`src/rtl/mem_port_arbiter.sv`:
```
// mem_port_arbiter: serialises rv32i fetch and load/store onto one memory port; MEM_PORT_ARBITER_TIMEOUT_EN adds an ack watchdog.
// Latency: 1 cycle request->strobe, 1 cycle ack->rdy; a losing requester just holds its level request until granted.
module mem_port_arbiter #(
  parameter int ADDR_W         = 32,
  parameter int DATA_W         = 32,
  parameter int DATA_PRIORITY  = 1,
  parameter int TIMEOUT_CYCLES = 255
) (
  input  logic                clk,
  input  logic                rst,
  input  logic                if_req,
  input  logic [ADDR_W-1:0]   if_addr,
  output logic [DATA_W-1:0]   if_rdata,
  output logic                if_rdy,
  input  logic                d_re,
  input  logic                d_we,
  input  logic [DATA_W/8-1:0] d_be,
  input  logic [ADDR_W-1:0]   d_addr,
  input  logic [DATA_W-1:0]   d_wdata,
  output logic [DATA_W-1:0]   d_rdata,
  output logic                d_rrdy,
  output logic                d_wrdy,
  output logic [ADDR_W-1:0]   mem_addr,
  output logic                mem_re,
  output logic                mem_we,
  output logic [DATA_W/8-1:0] mem_be,
  output logic [DATA_W-1:0]   mem_wdata,
  input  logic [DATA_W-1:0]   mem_rdata,
  input  logic                mem_ack,
  output logic [1:0]          grant,
  output logic                timeout_err
);
  localparam int BE_W = DATA_W / 8;
  localparam logic [DATA_W-1:0] TMO_DATA = DATA_W'(32'hDEAD_BEEF);

  typedef enum logic [1:0] {IDLE, GNT_I, GNT_D, RESP} state_t;

  state_t              state, state_nxt;
  logic                cmd_d;
  logic                cmd_we;
  logic [ADDR_W-1:0]   cmd_addr;
  logic [BE_W-1:0]     cmd_be;
  logic [DATA_W-1:0]   cmd_wdata;
  logic                d_req, pick_d, granted, tmo, done;
  logic [DATA_W-1:0]   rd_val;

  assign d_req   = d_re | d_we;
  assign pick_d  = d_req & ((DATA_PRIORITY != 0) | ~if_req);
  assign granted = (state == GNT_I) | (state == GNT_D);
  assign done    = granted & (mem_ack | tmo);
  // A real ack always wins over a watchdog expiry in the same cycle.
  assign rd_val  = mem_ack ? mem_rdata : TMO_DATA;

  always_ff @(posedge clk or negedge rst) begin
    if (!rst) state <= IDLE;
    else      state <= state_nxt;
  end

  always_comb begin
    state_nxt = state;
    unique case (state)
      IDLE:         if (pick_d)      state_nxt = GNT_D;
                    else if (if_req) state_nxt = GNT_I;
      GNT_I, GNT_D: if (done)        state_nxt = RESP;
      RESP:                          state_nxt = IDLE;
      default:                       state_nxt = IDLE;
    endcase
  end

  // Command is frozen at grant time so requester inputs may wander while granted.
  always_ff @(posedge clk or negedge rst) begin
    if (!rst) begin
      cmd_d     <= 1'b0;
      cmd_we    <= 1'b0;
      cmd_addr  <= '0;
      cmd_be    <= '0;
      cmd_wdata <= '0;
      if_rdata  <= '0;
      d_rdata   <= '0;
    end else begin
      if (state == IDLE && (d_req || if_req)) begin
        cmd_d <= pick_d;
        if (pick_d) begin
          cmd_addr  <= d_addr;
          cmd_we    <= d_we;
          cmd_be    <= d_we ? d_be : '1;
          cmd_wdata <= d_wdata;
        end else begin
          cmd_addr  <= if_addr;
          cmd_we    <= 1'b0;
          cmd_be    <= '1;
        end
      end
      if (done && !cmd_we) begin
        if (cmd_d) d_rdata  <= rd_val;
        else       if_rdata <= rd_val;
      end
    end
  end

`ifdef MEM_PORT_ARBITER_TIMEOUT_EN
  localparam int TMO_MAX = (TIMEOUT_CYCLES < 1) ? 1 : TIMEOUT_CYCLES;
  localparam int CNT_W   = $clog2(TMO_MAX + 1);

  logic [CNT_W-1:0] wait_cnt;
  logic             tmo_err_q;

  always_ff @(posedge clk or negedge rst) begin
    if (!rst) begin
      wait_cnt  <= '0;
      tmo_err_q <= 1'b0;
    end else begin
      if (state == IDLE)           wait_cnt <= '0;
      else if (granted && !mem_ack) wait_cnt <= wait_cnt + 1'b1;
      if (tmo) tmo_err_q <= 1'b1;
    end
  end

  // Fires on the cycle whose missing ack would take the count to the limit.
  assign tmo         = granted & ~mem_ack & (wait_cnt == CNT_W'(TMO_MAX - 1));
  assign timeout_err = tmo_err_q;
`else
  assign tmo         = 1'b0;
  assign timeout_err = (TIMEOUT_CYCLES < 0);
`endif

  assign mem_addr  = cmd_addr;
  assign mem_be    = cmd_be;
  assign mem_wdata = cmd_wdata;
  assign mem_re    = granted & ~cmd_we;
  assign mem_we    = granted & cmd_we;
  assign grant     = {state == GNT_D, state == GNT_I};
  assign if_rdy    = (state == RESP) & ~cmd_d;
  assign d_rrdy    = (state == RESP) & cmd_d & ~cmd_we;
  assign d_wrdy    = (state == RESP) & cmd_d & cmd_we;

endmodule

```
`config.mk`:
```
export PLATFORM = sky130hd
export DESIGN_NAME = mem_port_arbiter
export DESIGN_NICKNAME = d
export VERILOG_FILES = /design/src/rtl/mem_port_arbiter.sv
export SDC_FILE = /design/constraint.sdc
export NUM_CORES = 1
export LEC_CHECK = 0
export ABC_AREA = 1
export CAP_MARGIN = 10
export CORE_MARGIN = 2
export CORE_UTILIZATION = 37
export DETAILED_ROUTE_END_ITERATION = 10
export PLACE_DENSITY = 0.77
export SYNTH_ARGS = -nofsm -noshare
export SYNTH_HDL_FRONTEND = slang
export SYNTH_SLANG_ARGS = --single-unit
```
`constraint.sdc`:
```
create_clock -name clk -period 1.5 [get_ports clk]
set_clock_uncertainty 0.15 [all_clocks]
set_input_delay 0.3 -clock clk [delete_from_list [all_inputs] [get_ports clk]]
set_output_delay 0.3 -clock clk [all_outputs]
set_load 0.005 [all_outputs]
```
# == Word-level counts from Yosys, hierarchy flattened ==
# Cells that the tools add are included.
# totals
regBits,136
latchBits,0
ramBits,0
romBits,0
input_bits,138
out_inout_bits,140
word_cells,43
mem_count,0
# classes
add_sub_neg,0
mul,0
div,0
magnitude_cmp,0
eq_ne,5
n_shift,0
muxes,9
bitwise_logic,11
n_reduce_logical,10
# ops
cell,count
2-to-1 mux 32 bit,2
2-to-1 mux 4 bit,2
AND reduction 2 bit,4
AND 1 bit,7
2-to-1 mux 2 bit,3
case mux 2 bit (3 select lines),1
== test 2 bit (second input constant),2
!= test 3 bit (second input constant),1
== test 2 x 1 -> 1 bit (second input constant),1
logical AND 1 bit,2
logical NOT 2 bit,1
!= test 2 bit (second input constant),1
inverter 1 bit,2
bitwise OR 1 bit,2
OR reduction 2 bit,1
logical NOT 1 bit,1
logical OR 1 bit,1
2-to-1 mux 1 bit,1

# == Logic depth before layout (Yosys ltp) ==
# Gate-level depths: netlist of run 1.
# depth
ltp_word,5
mapped_depth,8
mapped_depth_nobuf,7

# == Worst setup path after synthesis of run 1 ==
# Ideal clock, no wire load.
# synth_path
path_type,register to register
startpoint,register state[0]
endpoint,register d_rdata[10]
setup_time_ns,0.121
arrival_ns,1.345
required_time_ns,1.229
path_slack_ns,-0.115
stages_incl_launch_ff,9
n_path_buf,1
period_less_slack_ns,1.615
path_cell_list,dfrtp_1 inv_1 ha_1 nand2_1 nor2_4 nand2_4 buf_2 nand2_1 o21ai_1
# synth_via
elab_chain_len,5
elab_cells_between_ends,6
cone_classes,2 x eq/ne; 2 x bitwise; 2 x reduce/logical
# synth_lines
item,line,source
"start, declared",38,"state_t state, state_nxt;"
"start signal, assigned",56,else state <= state_nxt;
== test 2 x 1 -> 1 bit or == test 2 bit (tied branches),49,assign granted = (state == GNT_I) | (state == GNT_D);
bitwise OR 1 bit (*),49,
AND 1 bit (*),50,assign done = granted & (mem_ack | tmo);
logical AND 1 bit (*),94,if (done && !cmd_we) begin
AND reduction 2 bit (no source line) (*),n/a,
"end signal, assigned",95,if (cmd_d) d_rdata <= rd_val;
"end, declared",20,"output logic [DATA_W-1:0] d_rdata,"
# Every way passes the cells marked *; elsewhere a longest branch is shown, timed or not.
# A chain may end at the register's enable or synchronous reset.

# == Worst setup path after layout of run 1 ==
# layout_path
startpoint,register state[0]
endpoint,register d_rdata[21]
# The elaborated chain is that of the path after synthesis.

==> results of run 1 <==
==> layout by cell type, fill, tap and decap left out, drive strengths merged, types with 5 or more instances in the layout <==
cell type	instances
a21oi	5
buf	98
clkbuf	67
clkdlybuf4s15	86
clkdlybuf4s50	135
dfrtp	136
inv	53
nand2	338
nor2	8
o21ai	99
==> synthesized netlist by cell type <==
| cell type | count | area share, % |
|---|---|---|
| nor2_1 | 6 | 0.38 |
| inv_2 | 1 | 0.064 |
| nand2_4 | 4 | 0.77 |
| nand3_1 | 3 | 0.26 |
| o21ai_0 | 34 | 2.9 |
| o21ai_1 | 64 | 5.5 |
| nor2_8 | 1 | 0.34 |
| buf_6 | 17 | 3.3 |
| a21oi_4 | 1 | 0.28 |
| buf_2 | 7 | 0.60 |
| nor2_4 | 1 | 0.19 |
| a21oi_1 | 4 | 0.34 |
| nor3_1 | 2 | 0.17 |
| inv_1 | 44 | 2.8 |
| clkbuf_1 | 5 | 0.32 |
| dfrtp_1 | 136 | 58 |
| buf_4 | 8 | 1.0 |
| conb_1 | 1 | 0.064 |
| o21ai_4 | 1 | 0.28 |
| nand2_1 | 332 | 21 |
| ha_1 | 4 | 0.85 |
| inv_4 | 1 | 0.11 |
| or2_2 | 1 | 0.11 |
==> how the worst min path moves through the flow <==
| stage | endpoint | slack [ps] | cells past startpoint |
|---|---|---|---|
| 2_1_floorplan | cmd_d | -150 | 0 |
| 3_3_place_gp | mem_addr[23] | 40 | 1 |
| 3_5_place_dp | mem_addr[23] | 40 | 1 |
| 4_1_cts | mem_addr[30] | 160 | 2 |
| 5_1_grt | mem_addr[30] | 190 | 2 |
| 6_report | mem_addr[24] | 170 | 2 |
==> flip-flops by register name (all words and copies together) (netlist names) <==
| signal | count |
|---|---|
| cmd_d | 1 |
| cmd_we | 1 |
| d_rdata | 32 |
| if_rdata | 32 |
| mem_addr | 32 |
| mem_be | 4 |
| mem_wdata | 32 |
| state | 2 |
==> through the flow <==
step | TNS [ps] | power [W] | instances
after floorplan | -2230 | 0.00983 | 678
after global routing | -32910 | 0.0226 | 1258
after global placement | -33830 | 0.0147 | 1167
after detailed placement | -36670 | 0.0150 | 1167
after CTS | -19350 | 0.0199 | 1236
final | -23010 | 0.0213 | 1258
==> power breakdown <==
| part | total, W | switching (W) | internal [W] |
|---|---|---|---|
| clock network | 0.00457 | 0.00169 | 0.00288 |
| registers | 0.00640 | 0.000995 | 0.00540 |
| logic | 0.0103 | 0.00486 | 0.00547 |
==> per-layer routing <==
metal  track usage, %  part of all wire, %  vias to the layer above
met2             37.1                   51                      228
met3             5.62                  5.5                       49
met5                0                    0                        -
met4             11.4                  3.5                        0
met1             27.1                   40                     2879
li1                 -                    -                     2825
==> cell families (layout without fill, tap and decap cells) <==
kind of cell,count (synthesis),in the layout,synth area share (%)
AO/OA/AOI/OAI,104,104,9.27
flip-flops,136,136,58.1
AND/OR/NAND/NOR,350,352,23.5
adder cells (fa/ha/maj),4,4,0.855
other,1,1,0.0640
buffers and inverters,83,450,8.20
==> repair_timing <==
action / 4_1_cts / 5_1_grt
setup buffers: 27 / 13
setup endpoints to repair: 209 / 156
pin swaps: 8 / 15
hold endpoints to repair: 136 / 0
cloned: 9 / 10
hold buffers: 1 / 0
resized for setup: 341 / 165
==> cell type report <==
cell class,instances,area [um^2],area share (%)
Timing Repair inverter,2,22.5,0.211
Multi-Input combinational cell,461,2440,22.9
Clock buffer,18,439,4.12
Sequential cell,136,3400,32.0
Timing Repair Buffer,370,3680,34.6
Tap cell,211,264,2.48
Clock inverter,14,211,1.99
Inverter,46,188,1.76
==> summary.txt, run 1 <==
CP Max Fanout = 19
Fmax achieved = 529 MHz
CTS H-tree lvls = 4
Grt total ovfl = 0
First-pass GRT wire length = 29500 um
CP Launch Type = flip-flop
WHS = 169 ps
Vias per cell = 4.75
R2r endpoint = d_rdata[21]
Mean Syn Cell Area = 8.64 um^2
CP Depth = 10
Fin. Hold Viols = 0
Utilization after layout = 69.5%
Synth Instances = 678
Largest net degree at the start of global routing = 44
Maximum VDD drop = 0.889 mV
Total track usage = 22.4%
CP delay by family, top = buffers and inverters
DR pass1 iterations = 4
Pwr per Cell Area = 2000 nW/um^2
Critical path cell sequence = inv_2 -> ha_4 -> buf_4 -> nand2_4 -> nor2_4 -> buf_6 -> nand2_8 -> buf_12 -> nand2_1 -> o21ai_1
Syn_nets = 820
Detailed Route WL = 20100 um
Area delta synth->final = 81.8%
Finish-stage setup viols = 113
Clock tree from TritonCTS = built
ANT cells = 0
CTS Buf Count = 17
CTS root buf = clkbuf_16
Register area share after synthesis = 58.1%
Worst Slack Setup Final = -391 ps
FP Rows = 45
Pre-CTS setup slack = -359 ps
Later-pin clock latency in the skew report = 410 ps
Worst Hold Class = input port to asynchronous set/reset pin
CP arrival = 2040 ps
Core area = 15300 um^2
Fin area = 10700 um^2
Max Cap Viol = 0
Crit path kind = flip-flop to flip-flop
Leak = 5.42 nW
Placed instance area = 9030 um^2
RePlAce Congestion = 0.876
Die width = 130 um
DRT iter0 DRCs = 326
Clock-pin slew on the worst setup and hold paths = 60 ps
Initial core utilization = 38.2%
RSZ-0062 raised after global routing = true
WP buf/inv = 4
Share of cells above drive strength 1 = 28.4%
Number of global-route vias before repair = 5948
Layout fillers = 1121
Min Tclk post-route = 1890 ps
#FFs+latches synth = 136
CP peak stage delay = 390 ps
Layout Nets = 1176
Yosys Warn Count = 0
Mapped Area = 5860 um^2
Drc violations = 0
Detail Route Antenna Nets = 0
Status = finished, violations left
R2R depth = 10
Clock sink total = 136
Routed len/inst = 16.0 um
Final Cycle Share = 126%
Post-detail-place hpwl = 12500 um
# IOs = 278
Required time worst endpoint = 1650 ps
Distinct cell type count after synthesis = 23
Clock buffer depth = 2
Slowest-stage cell, CP = dfrtp_1
Failing checks = negative setup slack
Detailed-route via count = 5981
Die height = 130 um
Critical Path End Type = flip-flop
Final Max Tran Viols = 0
Critical path origin = state[0]
Die Footprint = 16900 um^2
R2R Path Start = state[0]
Initial antenna violation count = 0
Reg2Reg Setup Slack = -390 ps
Port Buffers = 276
Worst Setup EP = d_rdata[21]
No activity file was read; power rests on OpenSTA's default activity.
==> inputs of run 2 (changes only) <==
SETUP_SLACK_MARGIN = 0.05   (was not set)
==> run 2 against run 1 <==
  * First-iteration DRC count rose by 36%
  * Critical endpoint is now d_rdata[16]
  * The flow still finishes with violations (negative setup slack)
  * Count of clock-buffer cells in the layout shrank 1
  * Register-to-register slack worse by 20 ps
==> summary.txt, run 2 (synthesized netlist as in run 1, its figures left out) <==
First-pass GRT wire length = 32700 um
Critical Path End Type = flip-flop
Clock-pin slew on the worst setup and hold paths = 70 ps
RePlAce Congestion = 0.873
Fin. Hold Viols = 0
Final Max Tran Viols = 0
Share of cells above drive strength 1 = 51.7%
Clock tree from TritonCTS = built
DR pass1 iterations = 5
Port Buffers = 276
Commonest non-fill, non-tap cells in the layout = 156 x nand2_1, 136 x dfrtp_1, 136 x clkdlybuf4s50_1
Die height = 130 um
DRT iter0 DRCs = 442
Placed instance area = 9040 um^2
Sw power = 0.00931 W
Layout Nets = 1212
CP arrival = 2080 ps
Failing checks = negative setup slack
Status = finished, violations left
Initial core utilization = 38.2%
# IOs = 278
CP Max Fanout = 6
Later-pin clock latency in the skew report = 410 ps
Die width = 130 um
Total track usage = 25.3%
Area delta synth->final = 94.9%
Final Cycle Share = 127%
CTS Buf Count = 17
Register Area = 3400 um^2
Detailed Route WL = 23500 um
Clock sink total = 136
Required time worst endpoint = 1670 ps
Leak = 5.91 nW
Core area = 15300 um^2
Flop pwr share = 28.0%
Min Tclk post-route = 1910 ps
Detailed-route via count = 6299
Detail Route Antenna Nets = 0
Routed len/inst = 18.1 um
FP Rows = 45
RSZ-0062 raised after global routing = true
Multi-input logic area = 3120 um^2
Clock buffer depth = 2
Initial antenna violation count = 0
ANT cells = 0
Total chip power = 0.0238 W
Grt total ovfl = 0
Vias per cell = 4.87
Fin area = 11400 um^2
Fmax achieved = 524 MHz
Comb pwr share = 55.3%
Max Cap Viol = 0
Internal power = 0.0144 W
Layout fillers = 1023
Number of global-route vias before repair = 6234
Finish-stage setup viols = 143
Maximum VDD drop = 1.31 mV
Clock Power Share = 16.8%
Worst Slack Setup Final = -407 ps
Drc violations = 0
Crit path kind = flip-flop to flip-flop
CTS root buf = clkbuf_16
Worst Hold Class = input port to asynchronous set/reset pin
Pwr per Cell Area = 2080 nW/um^2
Net Sw Frac = 39.2%
Die Footprint = 16900 um^2
Commonest non-fill, non-tap cell in the layout = nand2_1
CTS H-tree lvls = 4
Setup Total Neg Slack = -28460 ps
Largest net degree at the start of global routing = 36
Post-detail-place hpwl = 12800 um
CP Launch Type = flip-flop
[run 2: what timing repair did]
| item | 4_1_cts | 5_1_grt |
|---|---|---|
| endpoints found under the setup margin | 271 | 149 |
| setup buffers | 65 | 8 |
| hold buffers | 1 | 0 |
| hold endpoints to repair | 136 | 0 |
| gates cloned | 16 | 11 |
| pin swaps | 14 | 48 |
| gates resized for setup | 659 | 279 |
[run 2: worst paths after layout]
check                        startpoint            end  slack (ps)  cells after the start
max                            state[1]    d_rdata[16]        -410                      9
min                                 rst   mem_addr[24]         190                      2
max reg2reg                    state[1]    d_rdata[16]        -410                      9
min reg2reg                mem_addr[12]   mem_addr[12]         330                      2
max in group asynchronous           rst   mem_wdata[9]         500                      3
min in group clk            d_wdata[18]  mem_wdata[18]         270                      3
[run 2: power by group through the flow]
stage                     Sequential [W]  Clock, W  Combinational, W
after floorplan                  0.00647         0           0.00338
after global placement           0.00632         0           0.00835
after detailed placement         0.00637         0           0.00854
after CTS                        0.00630   0.00402            0.0102
after global routing             0.00682   0.00422            0.0140
final                            0.00664   0.00398            0.0131
[run 2: area by class of cell]
| type | count | area share [%] |
|---|---|---|
| clock buffers | 17 | 3.73 |
| inverters | 46 | 1.72 |
| repair inverters | 2 | 0.274 |
| multi-input cells | 460 | 27.4 |
| clock inverters | 15 | 1.17 |
| flip-flops and latches | 136 | 29.8 |
| repair buffers | 407 | 33.6 |
| well taps | 211 | 2.31 |
[run 2: metrics by stage]
step,util (%),hold WS [ps],std cells,setup slack (ps)
floorplan,-,-146,678,-40.0
global placement,59.0,54.4,1168,-309
detailed placement,59.0,51.3,1168,-373
CTS,66.3,176,1280,-391
global route,74.5,198,1294,-488
finish,74.5,187,1294,-407
[run 2: worst max-delay path, cell delays in order (launching register included)]
cell	delay, ps
dfrtp_1	400
inv_2	80
ha_4	290
buf_6	110
nand2_4	50
nor2_4	140
nand2_4	90
buf_6	140
clkbuf_16	160
o21ai_1	220
[run 2: metal layers]
| metal | vias up | global-route usage (%) | share of wire [%] |
|---|---|---|---|
| met5 | - | 0 | 0 |
| met1 | 3053 | 29.6 | 37 |
| met2 | 277 | 44.4 | 52 |
| li1 | 2902 | - | - |
| met4 | 0 | 10.2 | 4.0 |
| met3 | 67 | 6.44 | 6.6 |
==> inputs of run 3 (changes only) <==
CORE_UTILIZATION = 38   (was 37)
CTS_BUF_LIST = sky130_fd_sc_hd__clkbuf_4   (was not set)
CTS_CLUSTER_SIZE = 25   (was not set)
PLACE_DENSITY = 0.78   (was 0.77)
==> run 3 against run 2 <==
  * The run still ends with negative setup slack left
  * Sequential power fell by 5.3%
  * Largest cell class unchanged
  * Non-clock buffer count decreased by 1
  * Critical endpoint is now mem_re
  * Via count shrank 3.0%
  * Count of clock-buffer cells in the layout stayed put
  * Global-route usage shrank 2.4 points
  * Highest routed layer unchanged
==> summary.txt, run 3 (synthesized netlist as in run 1, its figures left out) <==
Routed len/inst = 16.2 um
Detailed-route via count = 6113
Cell mode on critical path = inv_2
Die Footprint = 16400 um^2
R2r endpoint = d_rdata[23]
Detailed Route WL = 20500 um
Clock sink total = 136
Later-pin clock latency in the skew report = 560 ps
Final Cycle Share = 135%
Status = finished, violations left
CP peak stage delay = 410 ps
Commonest non-fill, non-tap cells in the layout = 239 x nand2_1, 138 x buf_2, 136 x dfrtp_1, 136 x clkdlybuf4s50_1, 85 x buf_4
# IOs = 278
Finish-stage setup viols = 259
DR pass1 iterations = 5
RSZ-0062 raised after global routing = true
Worst Hold Class = input port to asynchronous set/reset pin
Commonest non-fill, non-tap cell in the layout = nand2_1
Fin area = 10200 um^2
R2R depth = 11
Min Tclk post-route = 2020 ps
Fin. Hold Viols = 0
Die width = 128 um
CTS H-tree lvls = 4
Largest net degree at the start of global routing = 38
Reg2Reg Setup Slack = -400 ps
Setup Total Neg Slack = -34690 ps
Post-detail-place hpwl = 12300 um
CP Launch Type = flip-flop
Number of global-route vias before repair = 5738
CP arrival = 1570 ps
Slowest-stage cell, CP = dfrtp_1
Fmax achieved = 495 MHz
Register Area = 3400 um^2
First-pass GRT wire length = 29000 um
Maximum VDD drop = 0.921 mV
Multi-input logic area = 2480 um^2
Leak = 5.52 nW
Vias per cell = 4.81
RePlAce Congestion = 0.827
Layout fillers = 1147
Max Cap Viol = 0
Clock tree from TritonCTS = built
Core area = 15100 um^2
Clock buffer depth = 2
Pwr per Cell Area = 1950 nW/um^2
Final Max Tran Viols = 0
Required time worst endpoint = 1050 ps
Critical path origin = state[0]
Placed instance area = 8960 um^2
Critical path cell sequence = inv_2 -> ha_4 -> inv_2 -> nor2_1 -> buf_2
Drc violations = 0
Clock-pin slew on the worst setup and hold paths = 150 ps
Initial core utilization = 38.7%
CTS Buf Count = 17
Area delta synth->final = 74.9%
CTS root buf = clkbuf_4
Worst Setup EP = mem_re
Detail Route Antenna Nets = 0
CP Max Fanout = 3
Initial antenna violation count = 1
Port Buffers = 276
Critical Path End Type = primary output
Share of cells above drive strength 1 = 41.2%
Layout Nets = 1210
Failing checks = negative setup slack
DRT iter0 DRCs = 372
R2R Path Start = state[0]
Total track usage = 22.9%
Grt total ovfl = 0
Worst Slack Setup Final = -518 ps
Crit path kind = flip-flop to primary output
FP Rows = 45
Die height = 128 um
==> run 3: how the worst min path moves through the flow <==
stage	end	from	slack, ps
final	if_rdata[18]	rst	50
after global routing	d_rdata[16]	rst	30
after CTS	if_rdata[18]	rst	20
after detailed placement	mem_addr[23]	rst	90
after global placement	mem_addr[15]	rst	90
after floorplan	cmd_d	rst	-150
==> run 3: critical path: cells and delay by family (launching register included) <==
kind	cells	cell delay, ps
DFF	1	410
and+or+nand+nor	1	70
buffers and inverters	3	250
adders and majority gates	1	280
==> run 3: area by class of cell <==
cell class | instances | area share (%)
multi-input combinational | 459 | 24.2
timing repair buffer | 406 | 34.6
tap | 188 | 2.30
timing repair inverter | 2 | 0.220
antenna | 1 | 0.0244
sequential | 136 | 33.2
clock buffer | 17 | 1.25
clock inverter | 15 | 2.31
inverter | 46 | 1.83
==> run 3: power by group <==
part | switching, W | internal (W)
clock | 0.00150 | 0.00153
sequential | 0.000917 | 0.00537
combinational | 0.00510 | 0.00558
total | 0.00751 | 0.0125
==> run 3: stage by stage <==
step                      setup slack [ps]  total power (W)  instances  utilization [%]  hold slack, ps
after floorplan                      -40.0          0.00985        678                -            -146
after CTS                             -565           0.0175       1218             61.3            17.1
after global placement                -288           0.0146       1140             59.1            88.9
after detailed placement              -324           0.0148       1140             59.1            93.6
final                                 -518           0.0200       1270             67.6            47.1
after global routing                  -625           0.0213       1270             67.6            25.3
==> run 3: what timing repair did <==
action / CTS / global route
hold buffers: 1 / 0
pin swaps: 2 / 28
resized for setup: 588 / 153
setup endpoints to repair: 262 / 271
buffers inserted: 38 / 44
endpoints found under the hold margin: 136 / 0
gates cloned: 7 / 8
==> run 3: routing by layer <==
layer | global-route usage [%] | share of wire [%]
met1 | 28.1 | 39
met2 | 37.0 | 50
met3 | 7.35 | 7.4
met4 | 10.3 | 2.9
met5 | 0 | 0
